--- src/rtl/sensor_readout_controller.sv ---
// Sensor readout controller: captures each scanned pixel row into a
// two-bank ping-pong buffer and streams it out one column per beat with
// row/column/frame markers. A row that arrives while both banks are still
// occupied is dropped and flagged on the sticky OVERFLOW output.

// One row-buffer bank: pixel row, row tag and occupancy flag.
module sensor_row_bank #(
  parameter int WIDTH      = 2,
  parameter int PIXEL_BITS = 8,
  parameter int ROW_W      = 1
) (
  input  logic                              CLK,
  input  logic                              RESET,
  input  logic                              load,
  input  logic                              rel_bank,
  input  logic [WIDTH-1:0][PIXEL_BITS-1:0]  pix_in,
  input  logic [ROW_W-1:0]                  tag_in,
  output logic [WIDTH-1:0][PIXEL_BITS-1:0]  pix,
  output logic [ROW_W-1:0]                  tag,
  output logic                              full
);
  // A load in the same cycle as a release wins, so the bank stays full with new data.
  always_ff @(posedge CLK or negedge RESET) begin
    if (!RESET) begin
      pix  <= '0;
      tag  <= '0;
      full <= 1'b0;
    end else if (load) begin
      pix  <= pix_in;
      tag  <= tag_in;
      full <= 1'b1;
    end else if (rel_bank) begin
      full <= 1'b0;
    end
  end
endmodule

module sensor_readout_controller #(
  parameter int WIDTH      = 2,
  parameter int HEIGHT     = 2,
  parameter int PIXEL_BITS = 8,
  localparam int COL_W     = (WIDTH  > 1) ? $clog2(WIDTH)  : 1,
  localparam int ROW_W     = (HEIGHT > 1) ? $clog2(HEIGHT) : 1
) (
  input  logic                        CLK,
  input  logic                        RESET,
  input  logic                        NEW_ROW,
  input  logic                        FRAME_FINISHED,
  input  logic [WIDTH*PIXEL_BITS-1:0] PIXEL_DATA,
  output logic [PIXEL_BITS-1:0]       OUT_DATA,
  output logic                        OUT_VALID,
  input  logic                        OUT_READY,
  output logic [COL_W-1:0]            OUT_COL,
  output logic [ROW_W-1:0]            OUT_ROW,
  output logic                        OUT_FIRST,
  output logic                        OUT_LAST,
  output logic                        OVERFLOW,
  input  logic                        OVERFLOW_CLEAR
);
  localparam logic [0:0]       IDLE     = 1'b0;
  localparam logic [0:0]       SEND     = 1'b1;
  localparam logic [COL_W-1:0] LAST_COL = COL_W'(WIDTH - 1);
  localparam logic [ROW_W-1:0] LAST_ROW = ROW_W'(HEIGHT - 1);

  logic [WIDTH-1:0][PIXEL_BITS-1:0]       pix_in;
  logic [1:0][WIDTH-1:0][PIXEL_BITS-1:0]  bank_pix;
  logic [1:0][ROW_W-1:0]                  bank_tag;
  logic [1:0]                             bank_full;

  logic [0:0]       state, state_n;
  logic             wr_ptr, rd_ptr, rd_n;
  logic [COL_W-1:0] col, col_n;
  logic [ROW_W-1:0] row_cnt;
  logic             rel, capture, drop, send_n;

  assign pix_in = PIXEL_DATA;

  // Last beat of the read bank is handed off this cycle.
  assign rel     = (state == SEND) && OUT_READY && (col == LAST_COL);
  // Write bank is free, or is the bank being released right now.
  assign capture = NEW_ROW && (!bank_full[wr_ptr] || (rel && (rd_ptr == wr_ptr)));
  assign drop    = NEW_ROW && !capture;

  for (genvar b = 0; b < 2; b++) begin : g_bank
    sensor_row_bank #(
      .WIDTH(WIDTH), .PIXEL_BITS(PIXEL_BITS), .ROW_W(ROW_W)
    ) u_bank (
      .CLK      (CLK),
      .RESET    (RESET),
      .load     (capture && (wr_ptr == 1'(b))),
      .rel_bank (rel && (rd_ptr == 1'(b))),
      .pix_in   (pix_in),
      .tag_in   (row_cnt),
      .pix      (bank_pix[b]),
      .tag      (bank_tag[b]),
      .full     (bank_full[b])
    );
  end

  // Write pointer advances per capture; row counter tracks every scanned row, drops included.
  always_ff @(posedge CLK or negedge RESET) begin
    if (!RESET) begin
      wr_ptr  <= 1'b0;
      row_cnt <= '0;
    end else begin
      if (capture) wr_ptr <= ~wr_ptr;
      if (FRAME_FINISHED)
        row_cnt <= '0;
      else if (NEW_ROW)
        row_cnt <= (row_cnt == LAST_ROW) ? '0 : row_cnt + 1'b1;
    end
  end

  // Sticky overflow; a drop in the same cycle as a clear keeps it set.
  always_ff @(posedge CLK or negedge RESET) begin
    if (!RESET)              OVERFLOW <= 1'b0;
    else if (drop)           OVERFLOW <= 1'b1;
    else if (OVERFLOW_CLEAR) OVERFLOW <= 1'b0;
  end

  // Next stream position: which bank/column is presented after this edge.
  always_comb begin
    state_n = state;
    rd_n    = rd_ptr;
    col_n   = col;
    case (state)
      IDLE: begin
        if (bank_full[rd_ptr]) begin
          state_n = SEND;
          col_n   = '0;
        end
      end
      default: begin
        if (OUT_READY) begin
          if (col == LAST_COL) begin
            rd_n  = ~rd_ptr;
            col_n = '0;
            if (!bank_full[~rd_ptr]) state_n = IDLE;
          end else begin
            col_n = col + 1'b1;
          end
        end
      end
    endcase
  end

  assign send_n = (state_n == SEND);

  // Registered stream outputs, reloaded from the buffer each cycle (stable under stall).
  always_ff @(posedge CLK or negedge RESET) begin
    if (!RESET) begin
      state     <= IDLE;
      rd_ptr    <= 1'b0;
      col       <= '0;
      OUT_VALID <= 1'b0;
      OUT_DATA  <= '0;
      OUT_COL   <= '0;
      OUT_ROW   <= '0;
      OUT_FIRST <= 1'b0;
      OUT_LAST  <= 1'b0;
    end else begin
      state     <= state_n;
      rd_ptr    <= rd_n;
      col       <= col_n;
      OUT_VALID <= send_n;
      OUT_DATA  <= send_n ? bank_pix[rd_n][col_n] : '0;
      OUT_COL   <= send_n ? col_n : '0;
      OUT_ROW   <= send_n ? bank_tag[rd_n] : '0;
      OUT_FIRST <= send_n && (bank_tag[rd_n] == '0) && (col_n == '0);
      OUT_LAST  <= send_n && (bank_tag[rd_n] == LAST_ROW) && (col_n == LAST_COL);
    end
  end
endmodule

--- config.mk ---
export PLATFORM = sky130hd
export DESIGN_NAME = sensor_readout_controller
export DESIGN_NICKNAME = d
export VERILOG_FILES = /design/src/rtl/sensor_readout_controller.sv
export SDC_FILE = /design/constraint.sdc
export NUM_CORES = 1
export LEC_CHECK = 0
export ABC_AREA = 1
export CAP_MARGIN = 20
export CORE_MARGIN = 4
export CORE_UTILIZATION = 50
export DETAILED_ROUTE_END_ITERATION = 12
export GPL_ROUTABILITY_DRIVEN = 0
export PLACE_DENSITY_LB_ADDON = 0.08
export SYNTH_ARGS = -nofsm -noshare
export SYNTH_HDL_FRONTEND = slang
export SYNTH_HIERARCHICAL = 1
export SYNTH_SLANG_ARGS = --single-unit
export TNS_END_PERCENT = 30
--- constraint.sdc ---
create_clock -name CLK -period 2.8 [get_ports CLK]
set_input_delay 0.56 -clock CLK [delete_from_list [all_inputs] [get_ports CLK]]
set_output_delay 0.56 -clock CLK [all_outputs]
set_load 0.05 [all_outputs]
==> reports/qor.yml, run 1 <==
avgSynthCellArea_um2: 8.47
cp_num_buf_inv: 1
final_nets: 354
skew_ps: 6.01
dpl_cell_area_mm2: 0.00286
setup_viol: 0
status: "complete, no violations"
drtAntennaViolNets: 0
ys_seq_elements: 54
ys.warnings.count: 6
grt_start_max_net_pins: 30
fp-row-count: 25
die_h_um: 78.8
max_freq_ghz: 0.459
placed_cells: 392
clk_path_buf_depth: 2
fin_setup_tns_ps: 0
grt_first_pass_wirelength_mm: 9.16
design_area_mm2: 0.00294
period_minus_slack_ps: 2180
vias: 1971
max_slew.worst_pin.slew_ps: 611
start_util: 0.524
cts-root-buf: "clkbuf_8"
placement.io_buffers: 35
instances_no_fill: 398
syn-num-nets: 318
core_area_mm2: 0.00479
slew_viol_final: 0
powerDensity_mw_per_mm2: 1160
dp_hpwl_mm: 3.53
drc_errors: 0
period_share: 0.779
slowest_delay_ps: 850
grt.total_usage: 0.193
yosysSeqAreaShare: 0.539
grt_pass1_vias: 1938
drive_above_1_share: 0.0967
ioPinCount: 36
setup_ws_ps: 619
drt_iter0_markers: 63
cts.clk_slew.worst_paths_ps: 80
grt_overflow: 0
viasPerCell: 4.95
die_x_um: 78.8
rsz0062_at_grt: "false"
cts-buffers-inserted: 5
area_growth_pct: 17.5
max-slew-margin-rel: 0.592
routedWlPerCell_um: 13.3
drtPass1Iterations: 4
netlist_area_mm2: 0.00251
crit_arrival_ps: 1620
hold_buffers: 0
synth_cell_types: 21
num-fill-cells: 464
seqCellArea_mm2: 0.00135
postSynthCellCount: 296
hold_path.class: "in -> async"
cts_tree: "built"
hold_viol_final: 0
ir_drop_v: 0.000512
power.leakage_uw: 0.00156
n_antenna_cell: 0
start_kind: "flop"
dp_slack_ps: 499
ctsHtreeMaxLevel: 2
crit_family: "buffers and inverters"
cp_max_fo: 6
slowest_stage: "clkdlybuf4s50_1"
end_kind: "output pin"
antenna_found_initial: 0
drv_cap: 0
required_ps: 2240
die-area_mm2: 0.00621
cts_setup_buffers: 0
worstSkewPairLatency_ps: 300
multi_input_area_um2: 952
drt-total-wl_mm: 5.31
ctsResizeCount: 0
cts_num_sinks: 54
worstSetupPathType: "reg -> out"
utilization: 0.615
crit_path_cell_trace: "clkdlybuf4s50_1"
-- area by class of cell --
cell class                 instances  area share
clock buffer                       6      0.0280
inverter                          15      0.0251
multi-input combinational        217       0.323
sequential                        54       0.459
tap                               67      0.0285
timing repair buffer              39       0.136
-- logic make-up (layout without fill, tap and decap cells) --
kind of cell	count (synthesis)	in the layout	share of synthesized area
AO/OA/AOI/OAI	8	8	0.0185
buffers and inverters	25	60	0.0809
flip-flops	54	54	0.539
AND/OR/NAND/NOR	209	209	0.361
-- layout by cell type, fill, tap and decap left out --
master,instances
o21ai_2,1
nand2_2,11
nand3_1,36
o21bai_1,1
dfrtp_1,54
inv_1,11
nand3_2,1
buf_12,2
nor2b_1,1
nand2_1,152
buf_4,2
buf_2,1
inv_2,1
nor2_1,4
clkdlybuf4s50_1,34
clkbuf_8,6
nand4_4,1
nand2_4,3
inv_4,1
o21ai_1,1
a21oi_1,2
inv_8,2
o21ai_0,3
-- path summary, 6_finish.rpt --
| path | slack (ps) | end | cells past startpoint | from |
|---|---|---|---|---|
| worst max-delay path | 620 | OUT_VALID | 1 | state |
| worst min register to register | 480 | g_bank[1].u_bank/pix[14] | 2 | g_bank[1].u_bank/pix[14] |
| min in group CLK | 480 | g_bank[1].u_bank/pix[14] | 2 | g_bank[1].u_bank/pix[14] |
| max in group asynchronous | 1970 | g_bank[1].u_bank/pix[3] | 2 | RESET |
| worst max register to register | 1150 | g_bank[0].u_bank/pix[5] | 8 | rd_ptr |
| worst min-delay path | 260 | OUT_DATA[7] | 1 | RESET |
-- per-stage QoR --
| step | power, uW | hold WS, ps |
|---|---|---|
| final | 3420 | 263 |
| after global routing | 3720 | 298 |
| after CTS | 3470 | 274 |
| after detailed placement | 3030 | 459 |
| after global placement | 3000 | 453 |
| after floorplan | 2640 | 264 |
-- synthesized netlist by cell type, drive strengths merged --
library cell | number | area [um^2]
nand4 | 1 | 21.3
a21oi | 2 | 10.0
nand3 | 37 | 190
o21bai | 1 | 7.51
nor2 | 4 | 15.0
clkbuf | 2 | 27.5
nor2b | 1 | 6.26
inv | 15 | 73.8
buf | 8 | 101
nand2 | 166 | 673
dfrtp | 54 | 1350
o21ai | 5 | 28.8
-- metal layers --
| layer | vias to the layer above | GRT usage | routed length (um) | share of wire |
|---|---|---|---|---|
| met5 | - | 0 | 0 | 0 |
| met4 | 0 | 0.0629 | 72 | 0.014 |
| met3 | 7 | 0.0431 | 242 | 0.046 |
| met2 | 39 | 0.348 | 2670 | 0.50 |
| met1 | 937 | 0.226 | 2330 | 0.44 |
| li1 | 988 | - | - | - |
-- sequential cells by signal (all words and copies together), names as in the netlist --
signal	count
OUT_DATA	8
row_cnt	1
OUT_COL	1
OVERFLOW	1
g_bank.u_bank/tag	2
rd_ptr	1
OUT_FIRST	1
wr_ptr	1
OUT_ROW	1
col	1
g_bank.u_bank/pix	32
g_bank.u_bank/full	2
OUT_LAST	1
state	1
-- power breakdown --
| part | switching [uW] | internal, uW |
|---|---|---|
| Sequential | 207 | 1120 |
| Clock | 229 | 191 |
| Combinational | 1120 | 549 |
| Total | 1560 | 1860 |
Note: power is estimated with default switching activity, not from simulation.
==> run 2: changes to the inputs <==
- clock period: 2.8 -> 2.26 ns (I/O delays scaled with it)
==> reports/qor.yml, run 2 (synthesis gave the netlist of run 1 again) <==
status: "complete, no violations"
final_nets: 358  # +1.1%
drtAntennaViolNets: 0  # unchanged
start_kind: "flop"
period_minus_slack_ps: 2090
die_h_um: 78.8  # unchanged
ioPinCount: 36  # unchanged
p_int_uw: 2350  # +26%
cp-endpoint: "OUT_VALID"
pwr-share-clk: 0.129  # +0.006
drt-total-wl_mm: 5.25  # -1.1%
crit_arrival_ps: 1640  # +20 ps
start_util: 0.524  # unchanged
required_ps: 1810  # -430 ps
fin_setup_tns_ps: 0  # unchanged
swShare: 0.452  # -0.00323
p_comb_frac: 0.484  # -0.004
r2r_end: "g_bank[1].u_bank/pix[2]"
slew_viol_final: 0  # unchanged
cts_tree: "built"
power_uw: 4280  # +25%
drive_above_1_share: 0.110  # +0.0131
drv_cap: 0  # unchanged
power.leakage_uw: 0.00159  # +1.5%
skew_ps: 8.40  # +2.39 ps
crit_family: "buffers and inverters"
reg2reg_depth: 8  # unchanged
drt_iter0_markers: 88  # +40%
slowest_delay_ps: 850  # about the same
routedWlPerCell_um: 13.0  # -2.6%
top_register: "g_bank.u_bank/pix"
max_slew.worst_pin.slew_ps: 552  # -59.3 ps
hold_path.class: "in -> async"
core_area_mm2: 0.00479  # unchanged
die-area_mm2: 0.00621  # unchanged
design_area_mm2: 0.00298  # +1.3%
seqPwrFrac: 0.387  # -0.002
period_share: 0.927
grt_overflow: 0  # unchanged
max-slew-margin-rel: 0.632  # +0.0395
ctsResizeCount: 0  # unchanged
cts-root-buf: "clkbuf_8"
grt_first_pass_wirelength_mm: 9.35  # +2.1%
final_common_cell: "nand2_1"
layout_common_cells: "152 x nand2_1, 54 x dfrtp_1, 36 x nand3_1, 34 x clkdlybuf4s50_1"
end_kind: "output pin"
hold_buffers: 0  # unchanged
crit_path_cell_trace: "clkdlybuf4s50_1"
worstSkewPairLatency_ps: 310  # about the same
placement.io_buffers: 35  # unchanged
cts_num_sinks: 54  # unchanged
dp_hpwl_mm: 3.53  # +0.24%
setup_viol: 0  # unchanged
dpl_cell_area_mm2: 0.00289  # +1.0%
die_x_um: 78.8  # unchanged
rr_startpoint: "state"
grt_start_max_net_pins: 34  # +13%
viasPerCell: 4.90  # -1.1%
clk_path_buf_depth: 2  # unchanged
ctsHtreeMaxLevel: 2  # unchanged
area_growth_pct: 19.0
grt_pass1_vias: 2024  # +4.4%
vias: 1978  # +0.36%
num-fill-cells: 441  # -5.0%
antenna_found_initial: 0  # unchanged
cp_num_buf_inv: 1  # unchanged
fp-row-count: 25  # unchanged
hold_viol_final: 0  # unchanged
drc_errors: 0  # unchanged
largest_register_ffs: 32  # unchanged
n_antenna_cell: 0  # unchanged
worstSetupPathDepth: 1  # unchanged
worstSetupPathType: "reg -> out"
reg2reg_slack_ps: 650  # -500 ps
ir_drop_v: 0.000776  # +52%
drtPass1Iterations: 4  # unchanged
cp_max_fo: 6  # unchanged
powerDensity_mw_per_mm2: 1440  # +24%
slowest_stage: "clkdlybuf4s50_1"
max_freq_ghz: 0.477
cts_setup_buffers: 0  # unchanged
setup.worst_path.start: "state"
cts-buffers-inserted: 5  # unchanged
cts.clk_slew.worst_paths_ps: 90  # about the same
reg_top3: "g_bank.u_bank/pix: 32 flops, OUT_DATA: 8 flops"
grt.total_usage: 0.193  # +0.000443
p_switching_uw: 1940  # +24%
rsz0062_at_grt: "false"
==> run 2: per-stage QoR <==
step	instances	hold slack, ps	worst slack (ps)	utilization
5_1_grt	404	160	104	0.623
6_report	404	124	165	0.623
4_1_cts	404	134	152	0.623
3_5_place_dp	396	459	205	0.604
2_1_floorplan	296	156	445	-
3_3_place_gp	396	454	204	0.604
==> run 2: worst register-to-register path, stage by stage, from the launching register on <==
cell and delay (ps):
dfrtp_1 490, nand3_2 160, o21ai_0 170, nand2_1 100
nor2_1 190, buf_12 190, inv_8 90, nand2_1 80
nand2_1 50
==> run 2: power groups by stage <==
stage | sequential (uW) | combinational [uW] | clock [uW]
final | 1660 | 2070 | 552
after global routing | 1720 | 2330 | 617
after CTS | 1660 | 2100 | 565
after detailed placement | 1680 | 2100 | 0
after global placement | 1680 | 2060 | 0
after floorplan | 1920 | 1350 | 0
==> run 2: final cells by class <==
class / instances / area (um^2) / share of cell area
clock inverters: 1 / 5.00 / 0.00168
well taps: 67 / 83.8 / 0.0281
multi-input cells: 217 / 952 / 0.319
inverters: 15 / 73.8 / 0.0247
flip-flops and latches: 54 / 1350 / 0.453
clock buffers: 7 / 86.3 / 0.0289
repair buffers: 43 / 430 / 0.144
==> run 2: worst min path at each step <==
stage / endpoint / slack (ps) / from
after floorplan: OUT_COL / 160 / RESET
after global placement: g_bank[1].u_bank/pix[1] / 450 / g_bank[1].u_bank/pix[1]
after detailed placement: g_bank[0].u_bank/pix[9] / 460 / g_bank[0].u_bank/pix[9]
after CTS: OUT_ROW / 130 / RESET
after global routing: OUT_ROW / 160 / RESET
final: OUT_ROW / 120 / RESET
==> run 2: routing by layer <==
metal,GRT usage,routed length (um)
met2,0.329,2500
met3,0.0283,189
met4,0.0752,110
met1,0.249,2450
met5,0,0
